===== src/rtl/traffic_light_monitor_if.sv =====
// Lamp inputs, fault clear and supervisor status bundled between the monitor and its environment.
interface traffic_light_monitor_if #(
   parameter int unsigned CNT_W = 8
);
   logic             R_LED;
   logic             Y_LED;
   logic             G_LED;
   logic             Clear_Fault;
   logic [1:0]       Phase;
   logic [CNT_W-1:0] Phase_Cycles;
   logic [15:0]      Cycle_Count;
   logic             Fault;
   logic [2:0]       Fault_Code;
   logic             Force_Red;

   // Environment side: drives lamps and clear, observes status
   modport master (
      output R_LED, Y_LED, G_LED, Clear_Fault,
      input  Phase, Phase_Cycles, Cycle_Count, Fault, Fault_Code, Force_Red
   );

   // Monitor side
   modport slave (
      input  R_LED, Y_LED, G_LED, Clear_Fault,
      output Phase, Phase_Cycles, Cycle_Count, Fault, Fault_Code, Force_Red
   );
endinterface


===== src/rtl/traffic_light_monitor.sv =====
// Supervisor for a R->G->Y->R traffic light: checks sequence and dwell limits, counts completed
// sequences, latches a sticky fault code and requests a forced red in INIT/FAULT.
module traffic_light_monitor #(
   parameter int unsigned CNT_W    = 8,
   parameter int unsigned R_MAX    = 64,
   parameter int unsigned G_MAX    = 64,
   parameter int unsigned Y_MIN    = 2,
   parameter int unsigned Y_MAX    = 16,
   parameter int unsigned DARK_MAX = 1
) (
   input  logic                    Clock,
   input  logic                    Reset_n,
   traffic_light_monitor_if.slave  io_bus
);

   typedef enum logic [2:0] {StInit, StRed, StGreen, StYellow, StFault} state_e;

   localparam logic [2:0] CodeConflict = 3'd1;
   localparam logic [2:0] CodeDark     = 3'd2;
   localparam logic [2:0] CodeIllegal  = 3'd3;
   localparam logic [2:0] CodeTimeout  = 3'd4;
   localparam logic [2:0] CodeYShort   = 3'd5;

   state_e           r_state, w_state_nxt, w_succ_state;
   logic [2:0]       r_in_q;
   logic [CNT_W-1:0] r_phase_cycles, w_pc_nxt;
   logic [CNT_W-1:0] r_dark_cnt, w_dark_nxt;
   logic [15:0]      r_cycle_count, w_cc_nxt;
   logic [2:0]       r_fault_code, w_code_nxt, w_code_det;
   logic [1:0]       r_phase, w_phase_nxt;
   logic             r_fault, r_force_red;

   logic             w_is_red, w_is_yel, w_is_grn, w_dark, w_conflict;
   logic             w_same, w_succ;
   logic [CNT_W:0]   w_pc_inc, w_dark_inc;
   logic [31:0]      w_limit;

   // Register the raw lamp pattern {R,Y,G}; decisions act on it one edge later
   always_ff @(posedge Clock or negedge Reset_n) begin
      if (!Reset_n) begin
         r_in_q <= 3'b000;
      end else begin
         r_in_q <= {io_bus.R_LED, io_bus.Y_LED, io_bus.G_LED};
      end
   end

   assign w_is_red   = (r_in_q == 3'b100);
   assign w_is_yel   = (r_in_q == 3'b010);
   assign w_is_grn   = (r_in_q == 3'b001);
   assign w_dark     = (r_in_q == 3'b000);
   assign w_conflict = ~(w_is_red | w_is_yel | w_is_grn | w_dark);

   assign w_pc_inc   = {1'b0, r_phase_cycles} + (CNT_W + 1)'(1);
   assign w_dark_inc = {1'b0, r_dark_cnt} + (CNT_W + 1)'(1);

   // Per-phase dwell limit, same-colour match and the legal successor colour
   always_comb begin
      w_limit      = '1;
      w_same       = 1'b0;
      w_succ       = 1'b0;
      w_succ_state = StInit;
      unique case (r_state)
         StRed: begin
            w_limit      = R_MAX;
            w_same       = w_is_red;
            w_succ       = w_is_grn;
            w_succ_state = StGreen;
         end
         StGreen: begin
            w_limit      = G_MAX;
            w_same       = w_is_grn;
            w_succ       = w_is_yel;
            w_succ_state = StYellow;
         end
         StYellow: begin
            w_limit      = Y_MAX;
            w_same       = w_is_yel;
            w_succ       = w_is_red;
            w_succ_state = StRed;
         end
         default: ;
      endcase
   end

   // Next-state, counters and fault detection; branches are exclusive so code priority holds
   always_comb begin
      w_state_nxt = r_state;
      w_pc_nxt    = r_phase_cycles;
      w_dark_nxt  = r_dark_cnt;
      w_cc_nxt    = r_cycle_count;
      w_code_nxt  = r_fault_code;
      w_code_det  = 3'd0;
      unique case (r_state)
         StInit: begin
            if (w_conflict) begin
               w_code_det = CodeConflict;
            end else if (w_is_red) begin
               w_state_nxt = StRed;
               w_pc_nxt    = CNT_W'(1);
               w_dark_nxt  = '0;
            end
         end
         StRed, StGreen, StYellow: begin
            if (w_conflict) begin
               w_code_det = CodeConflict;
            end else if (w_dark) begin
               // Phase_Cycles holds across a tolerated gap
               if (32'(w_dark_inc) > DARK_MAX) begin
                  w_code_det = CodeDark;
               end else begin
                  w_dark_nxt = w_dark_inc[CNT_W-1:0];
               end
            end else if (w_same) begin
               if (32'(w_pc_inc) > w_limit) begin
                  w_code_det = CodeTimeout;
               end else begin
                  w_pc_nxt   = w_pc_inc[CNT_W] ? '1 : w_pc_inc[CNT_W-1:0];
                  w_dark_nxt = '0;
               end
            end else if (w_succ) begin
               if ((r_state == StYellow) && (32'(r_phase_cycles) < Y_MIN)) begin
                  w_code_det = CodeYShort;
               end else begin
                  w_state_nxt = w_succ_state;
                  w_pc_nxt    = CNT_W'(1);
                  w_dark_nxt  = '0;
                  if (r_state == StYellow) begin
                     w_cc_nxt = r_cycle_count + 16'd1;
                  end
               end
            end else begin
               w_code_det = CodeIllegal;
            end
         end
         StFault: begin
            if (io_bus.Clear_Fault) begin
               w_state_nxt = StInit;
               w_code_nxt  = 3'd0;
            end
         end
         default: begin
            w_state_nxt = StInit;
         end
      endcase
      if (w_code_det != 3'd0) begin
         w_state_nxt = StFault;
         w_code_nxt  = w_code_det;
         w_pc_nxt    = '0;
         w_dark_nxt  = '0;
      end
   end

   // Phase number reported for the upcoming state
   always_comb begin
      w_phase_nxt = 2'd0;
      unique case (w_state_nxt)
         StRed:    w_phase_nxt = 2'd1;
         StGreen:  w_phase_nxt = 2'd2;
         StYellow: w_phase_nxt = 2'd3;
         default:  w_phase_nxt = 2'd0;
      endcase
   end

   // State and registered outputs
   always_ff @(posedge Clock or negedge Reset_n) begin
      if (!Reset_n) begin
         r_state        <= StInit;
         r_phase_cycles <= '0;
         r_dark_cnt     <= '0;
         r_cycle_count  <= '0;
         r_fault_code   <= 3'd0;
         r_fault        <= 1'b0;
         r_phase        <= 2'd0;
         r_force_red    <= 1'b1;
      end else begin
         r_state        <= w_state_nxt;
         r_phase_cycles <= w_pc_nxt;
         r_dark_cnt     <= w_dark_nxt;
         r_cycle_count  <= w_cc_nxt;
         r_fault_code   <= w_code_nxt;
         r_fault        <= (w_state_nxt == StFault);
         r_phase        <= w_phase_nxt;
         r_force_red    <= (w_phase_nxt == 2'd0);
      end
   end

   assign io_bus.Phase        = r_phase;
   assign io_bus.Phase_Cycles = r_phase_cycles;
   assign io_bus.Cycle_Count  = r_cycle_count;
   assign io_bus.Fault        = r_fault;
   assign io_bus.Fault_Code   = r_fault_code;
   assign io_bus.Force_Red    = r_force_red;

endmodule


===== src/flat_wrapper.sv =====
// flat-port wrapper written by rule: the top's interface ports become plain ports
module traffic_light_monitor_flat 
#(
   parameter int unsigned CNT_W    = 8,
   parameter int unsigned R_MAX    = 64,
   parameter int unsigned G_MAX    = 64,
   parameter int unsigned Y_MIN    = 2,
   parameter int unsigned Y_MAX    = 16,
   parameter int unsigned DARK_MAX = 1
)
  (Clock, Reset_n, io_bus_R_LED, io_bus_Y_LED, io_bus_G_LED, io_bus_Clear_Fault, io_bus_Phase, io_bus_Phase_Cycles, io_bus_Cycle_Count, io_bus_Fault, io_bus_Fault_Code, io_bus_Force_Red);
  traffic_light_monitor_if #(.CNT_W(CNT_W)) io_bus_i ();
  input  logic Clock;
  input  logic Reset_n;
  input wire logic [$bits(io_bus_i.R_LED)-1:0] io_bus_R_LED;
  input wire logic [$bits(io_bus_i.Y_LED)-1:0] io_bus_Y_LED;
  input wire logic [$bits(io_bus_i.G_LED)-1:0] io_bus_G_LED;
  input wire logic [$bits(io_bus_i.Clear_Fault)-1:0] io_bus_Clear_Fault;
  output wire logic [$bits(io_bus_i.Phase)-1:0] io_bus_Phase;
  output wire logic [$bits(io_bus_i.Phase_Cycles)-1:0] io_bus_Phase_Cycles;
  output wire logic [$bits(io_bus_i.Cycle_Count)-1:0] io_bus_Cycle_Count;
  output wire logic [$bits(io_bus_i.Fault)-1:0] io_bus_Fault;
  output wire logic [$bits(io_bus_i.Fault_Code)-1:0] io_bus_Fault_Code;
  output wire logic [$bits(io_bus_i.Force_Red)-1:0] io_bus_Force_Red;
  assign io_bus_i.R_LED = io_bus_R_LED;
  assign io_bus_i.Y_LED = io_bus_Y_LED;
  assign io_bus_i.G_LED = io_bus_G_LED;
  assign io_bus_i.Clear_Fault = io_bus_Clear_Fault;
  assign io_bus_Phase = io_bus_i.Phase;
  assign io_bus_Phase_Cycles = io_bus_i.Phase_Cycles;
  assign io_bus_Cycle_Count = io_bus_i.Cycle_Count;
  assign io_bus_Fault = io_bus_i.Fault;
  assign io_bus_Fault_Code = io_bus_i.Fault_Code;
  assign io_bus_Force_Red = io_bus_i.Force_Red;
  traffic_light_monitor #(.CNT_W(CNT_W), .R_MAX(R_MAX), .G_MAX(G_MAX), .Y_MIN(Y_MIN), .Y_MAX(Y_MAX), .DARK_MAX(DARK_MAX)) u_core (.Clock(Clock), .Reset_n(Reset_n), .io_bus(io_bus_i));
endmodule

===== config.mk =====
export PLATFORM = sky130hd
export DESIGN_NAME = traffic_light_monitor_flat
export DESIGN_NICKNAME = d
export VERILOG_FILES = /design/src/rtl/traffic_light_monitor_if.sv /design/src/rtl/traffic_light_monitor.sv /design/src/flat_wrapper.sv
export SDC_FILE = /design/constraint.sdc
export NUM_CORES = 1
export LEC_CHECK = 0
export ABC_AREA = 1
export BUFFER_PORTS_ARGS = -buffer_cell sky130_fd_sc_hd__buf_2
export CORE_UTILIZATION = 23
export CTS_CLUSTER_DIAMETER = 50
export DETAILED_ROUTE_END_ITERATION = 8
export HOLD_SLACK_MARGIN = 0.05
export PLACE_DENSITY = 0.38
export SLEW_MARGIN = 20
export SYNTH_ARGS = -nofsm -noshare
export SYNTH_HDL_FRONTEND = slang
export SYNTH_SLANG_ARGS = --single-unit

===== constraint.sdc =====
create_clock -name Clock -period 2.6 [get_ports Clock]
set_input_delay 0.13 -clock Clock [delete_from_list [all_inputs] [get_ports Clock]]
set_output_delay 0.13 -clock Clock [all_outputs]
set_load 0.01 [all_outputs]

# Yosys cells after proc, flatten, opt, wreduce, memory -nomap -nowiden
# Cells that the tools add are included.
[classes] n_addsub=3 magnitude_cmp=3 n_eq_ne=22 n_mux=49 n_bitwise=6 n_reduce_logical=14
[op_table] op="$mux 8" count=20
[op_table] op="$pmux 32 s2" count=1
[op_table] op="$mux 3" count=18
[op_table] op="$gt 9x32->1" count=1
[op_table] op="$pmux 8 s2" count=2
[op_table] op="$add 8x1->9 const B" count=2
[op_table] op="$add 16x1->16 const B" count=1
[op_table] op="$reduce_and 8->1" count=2
[op_table] op="$eq 3x2->1 const B" count=5
[op_table] op="$pmux 2 s3" count=2
[op_table] op="$eq 3x1->1 const B" count=3
[op_table] op="$eq 3x3->1 const B" count=3
[op_table] op="$gt 9x1->1 const B" count=1
[op_table] op="$ne 3x1->1 const B" count=3
[op_table] op="$pmux 3 s3" count=1
[op_table] op="$lt 8x2->1 const B" count=1
[op_table] op="$ne 4x4->1 const B" count=2
[op_table] op="$reduce_and 7->1" count=1
[op_table] op="$logic_not 3->1" count=2
[op_table] op="$pmux 1 s3" count=2
[op_table] op="$pmux 3 s2" count=1
[op_table] op="$reduce_bool 3->1" count=2
[op_table] op="$ne 5x1->1 const B" count=1
[op_table] op="$ne 5x3->1 const B" count=1
[op_table] op="14 further kinds" count=19
[word_totals] reg_bits=45 in_bits=6 word_cells=106

# Depth between registers and ports, before layout
[logic_depth] depth_word=14 ltp_mapped=20 mapped_depth_nobuf=20

# Worst setup path before layout
# No wires, ideal clock.
[synth_timing] path_kind="register to register" startpoint="reg u_core.r_phase_cycles[0], in the netlist u_core.io_bus.Phase_Cycles[0]" endpoint="reg u_core.r_phase_cycles[0], in the netlist u_core.io_bus.Phase_Cycles[0]" setup_time_ns=0.117 t_arrival_ns=2.361 required_time_ns=2.483 slack_ns=0.122 stages_incl_launch_ff=20 synth_period_minus_slack_ns=2.478 path_cell_list="dfrtp_1 > ha_1 > nand2_1 > nor2_1 > nand2_1 > xor2_1 > inv_1 > ha_1 > nand2_1 > inv_1 > nand2_1 > nor2_1 > a21oi_1 > nand2_2 > nand2_2 > nor2_8 > nand2_4 > buf_6 > nand3_1 > nand2_1"
[synth_via] elab_chain_cells=11
[synth_rtl] element="start, declared" line_no="traffic_light_monitor.sv:26" rtl="logic [CNT_W-1:0] r_phase_cycles, w_pc_nxt;"
[synth_rtl] element="start signal, assigned" line_no="traffic_light_monitor.sv:177" rtl="r_phase_cycles <= w_pc_nxt;"
[synth_rtl] element="branches (longest 11 deep; another with $gt 9x32->1)"
# Parallel ways; which one is timed is not known. The select of a mux whose other input is x is not followed.
# A chain may end at the register's enable or synchronous reset.

# Worst setup path after layout
[layout_timing] startpoint="reg u_core.r_phase_cycles[1], in the netlist u_core.io_bus.Phase_Cycles[1]" endpoint="reg u_core.r_dark_cnt[1]"
[layout_via] elab_chain_cells=11
[layout_rtl] element="branches (longest 11 deep; another with $gt 9x32->1)"
[layout_rtl] element="end signal, assigned" line_no="traffic_light_monitor.sv:178" rtl="r_dark_cnt <= w_dark_nxt;"
[layout_rtl] element="end, declared" line_no="traffic_light_monitor.sv:27" rtl="logic [CNT_W-1:0] r_dark_cnt, w_dark_nxt;"
# Parallel ways; which one is timed is not known.

==> impl_metrics.ini <==
[status]
status = finished, final reports clean

[global_route]
globalRouteOverflowTotal = 0
grt_first_pass_wirelength_mm = 10.4
grtUsageTotal = 0.115
grt_max_degree = 24
grt_pass1_vias = 2122
antenna_found_initial = 0

[finish]
diodes = 0
final_cell_mix = nand2_1 (63), dfrtp_1 (44), inv_1 (41), buf_2 (36), nor2_1 (33)
area_delta_synth_final_pct = 30.2
fin_nets = 395
design_area_mm2 = 0.00345
final_core_util = 0.313
fillers = 1199
drive_gt1_frac = 0.280
regArea_mm2 = 0.00113
layout_commonest_cell = nand2_1
multi_input_area_mm2 = 0.00145

[synth]
synthTopCellsByArea = dfrtp_1 (42%), nand2_1 (9.3%), nor2_1 (5.9%), inv_1 (5.8%), nand3_1 (5.3%)
ys_ff_latch = 45
synth_xor_area_frac = 0.0727
yosys_warnings = 0
yosys.area.top_type = dfrtp_1
synth-async-reset-ratio = 1.00
synth_cell_types = 35
yosys.area_share.simple = 0.333
synth_top_family_by_area = simple AND/OR/NAND/NOR gates
ys.flop_type = dfrtp_1
synth_edf_count = 0
synth.area.mux_share = 0.00425
synth_area_mm2 = 0.00265
yosysSeqAreaShare = 0.425
netlist_instances = 320
synthesis.nets = 334
synthAdderAreaFrac = 0.0378
yosysTopAreaCellShare = 0.415
synth-compound-area-share = 0.0534
avgSynthCellArea_um2 = 8.28

[sta]
final_max_slew_viol_count = 0
fin_worst_skew_ps = 7.16
setup_viol = 0
rsz0062_at_grt = true
worst_slew_pin_slew_ps = 556
relSlewSlack = 0.629
tns_ps = 0
hold_viol = 0
min_period_over_period = 0.974
period_needed_ps = 2530
fmax_mhz = 395

[clock_network]
cts-root-buf = clkbuf_16
cts_buffers = 5
cts_tree = yes
htreeDepth = 2
clk_pin_slew_ps = 70
clock_path_buffers = 2
worstSkewPairLatency_ps = 290
cts_sinks = 45

[routing]
drtIter0Drc = 100
avgRoutedWirePerCell_um = 12.3
wl_mm = 6.40
via_per_inst = 4.20
drtAntennaViolNets = 0
drtPass1Iterations = 4
vias = 2192
drcViolationCount = 0

[setup_path]
cp.arrival_ps = 2750
r2r_slack_ps = 70
path_common_cell = nand2_1
timing.rr.start = u_core.io_bus.Phase_Cycles[1]$_DFFE_PN0P_
crit_path_start = u_core.io_bus.Phase_Cycles[1]$_DFFE_PN0P_
endpoint_kind = flip-flop
worstPathCellList = ha_2 > nand2_2 > nor2_1 > nand2_1 > xor2_1 > inv_1 > ha_1 > nand2_1 > inv_1 > nand2_1 > nor2_1 > a21oi_1 > nand2_2 > nand2_4 > nor2_8 > buf_6 > nand3_1 > o21ai_1
cp_max_fo = 9
required_ps = 2820
cp-start-kind = flip-flop
crit_type = reg2reg
reg2reg_depth = 18
cpMaxStageDelayCell = dfrtp_1
endpoint = u_core.r_dark_cnt[1]$_DFFE_PN0P_
slowest_delay_ps = 420
r2r-end = u_core.r_dark_cnt[1]$_DFFE_PN0P_

[flow_run]
max-cap-violations = 0

[power]
finalPower_mw = 1.88
p_comb_frac = 0.194
power.density_mw_per_mm2 = 544
p_switching_mw = 0.549
leakagePower_nw = 1.75
pwr-share-clk = 0.396
switching_share = 0.292
vdd_drop_max_mv = 0.255
seqPwrFrac = 0.410
power.internal_mw = 1.33

[floorplan]
fp-row-count = 38
chipWidth_um = 109
start_util = 0.240
core_mm2 = 0.0110
die_h_um = 109
ios = 37
die_area_mm2 = 0.0120

[placement]
io_buffers = 36
hpwl_mm = 4.84
dpl-instance-area_mm2 = 0.00307
place_congestion = 0.743

[hold_path]
hp-class = in2reg
[worst max-delay path: cells and delay by family (launching register included)]
family                     cells  cell delay (ps)
xor gates and xnor gates       1              130
buffers and inverters          3              300
adders and majority gates      2              490
and+or+nand+nor               10              910
AOI/OAI and AO/OA              2              180
DFF                            1              420
[power by group through the flow]
stage               Sequential, mW  Clock (mW)  Combinational, mW
floorplan                    0.799           0              0.171
global placement             0.781           0              0.308
detailed placement           0.782           0              0.306
CTS                          0.768       0.767              0.312
global route                 0.774       0.801              0.401
finish                       0.770       0.744              0.364
[final cells by class]
| cell class | instances | share of cell area |
|---|---|---|
| sequential | 45 | 0.327 |
| inverter | 45 | 0.0497 |
| clock inverter | 2 | 0.0112 |
| clock buffer | 6 | 0.0373 |
| tap | 140 | 0.0508 |
| multi-input combinational | 228 | 0.420 |
| timing repair buffer | 56 | 0.104 |
[cells by family after synthesis]
family / count (synthesis)
and+or+nand+nor: 175
adders and majority gates: 8
buffers and inverters: 47
DFF: 45
muxes: 1
xor gates and xnor gates: 22
AOI/OAI and AO/OA: 22
[flip-flops by register name, indices dropped and copies added, names as in the netlist]
| register | count |
|---|---|
| u_core.io_bus.Cycle_Count | 16 |
| u_core.io_bus.Fault | 1 |
| u_core.io_bus.Fault_Code | 3 |
| u_core.io_bus.Force_Red | 1 |
| u_core.io_bus.Phase | 2 |
| u_core.io_bus.Phase_Cycles | 8 |
| u_core.r_dark_cnt | 8 |
| u_core.r_in_q | 3 |
| u_core.r_state | 3 |
[metrics by stage]
stage,hold slack [ps],cells,worst slack (ps)
after detailed placement,162,506,40.1
final,95.9,522,68.6
after floorplan,-166,320,122
after global placement,172,506,69.3
after CTS,84.1,518,5.44
after global routing,111,522,-160
[Yosys cell counts, types with 2 or more instances]
cell type  number
dfrtp_1        44
xnor2_1         8
nand4_1         6
o21ai_2         2
nor2_2          2
nor2_4          4
nor2_1         42
nand3b_1        2
buf_6           2
nand2_2         6
ha_1            8
nand3_1        28
nand2_1        66
nand3_2         5
o211ai_1        7
inv_2           3
xor2_1         14
o21ai_0         5
o21ai_1         2
inv_1          41
nor3_1          6
a21oi_1         4
[worst min path at each step]
| stage | endpoint | slack (ps) | start | cells past startpoint |
|---|---|---|---|---|
| 2_1_floorplan | u_core.io_bus.Cycle_Count[0]$_DFFE_PN0P_ | -170 | Reset_n | 0 |
| 3_3_place_gp | u_core.io_bus.Phase_Cycles[2]$_DFFE_PN0P_ | 170 | Reset_n | 1 |
| 3_5_place_dp | u_core.io_bus.Phase_Cycles[2]$_DFFE_PN0P_ | 160 | Reset_n | 1 |
| 4_1_cts | u_core.r_state[2]$_DFF_PN0_ | 80 | io_bus_Clear_Fault | 2 |
| 5_1_grt | u_core.r_state[2]$_DFF_PN0_ | 110 | io_bus_Clear_Fault | 2 |
| 6_report | u_core.r_state[2]$_DFF_PN0_ | 100 | io_bus_Clear_Fault | 2 |
[routing by layer]
metal,global-route usage,vias to the layer above,part of all wire
met3,0.0231,8,0.033
met4,0.0400,0,0.015
met1,0.157,997,0.51
met2,0.181,35,0.44
li1,-,1152,-
met5,0,-,0
[what timing repair did]
item                                    in CTS  in global routing
endpoints found under the setup margin       0                 26
hold buffers                                 4                  0
endpoints found under the hold margin       25                  0
gates resized for setup                      0                 33
setup buffers                                0                  4
Power figures use the tool's default switching activity.
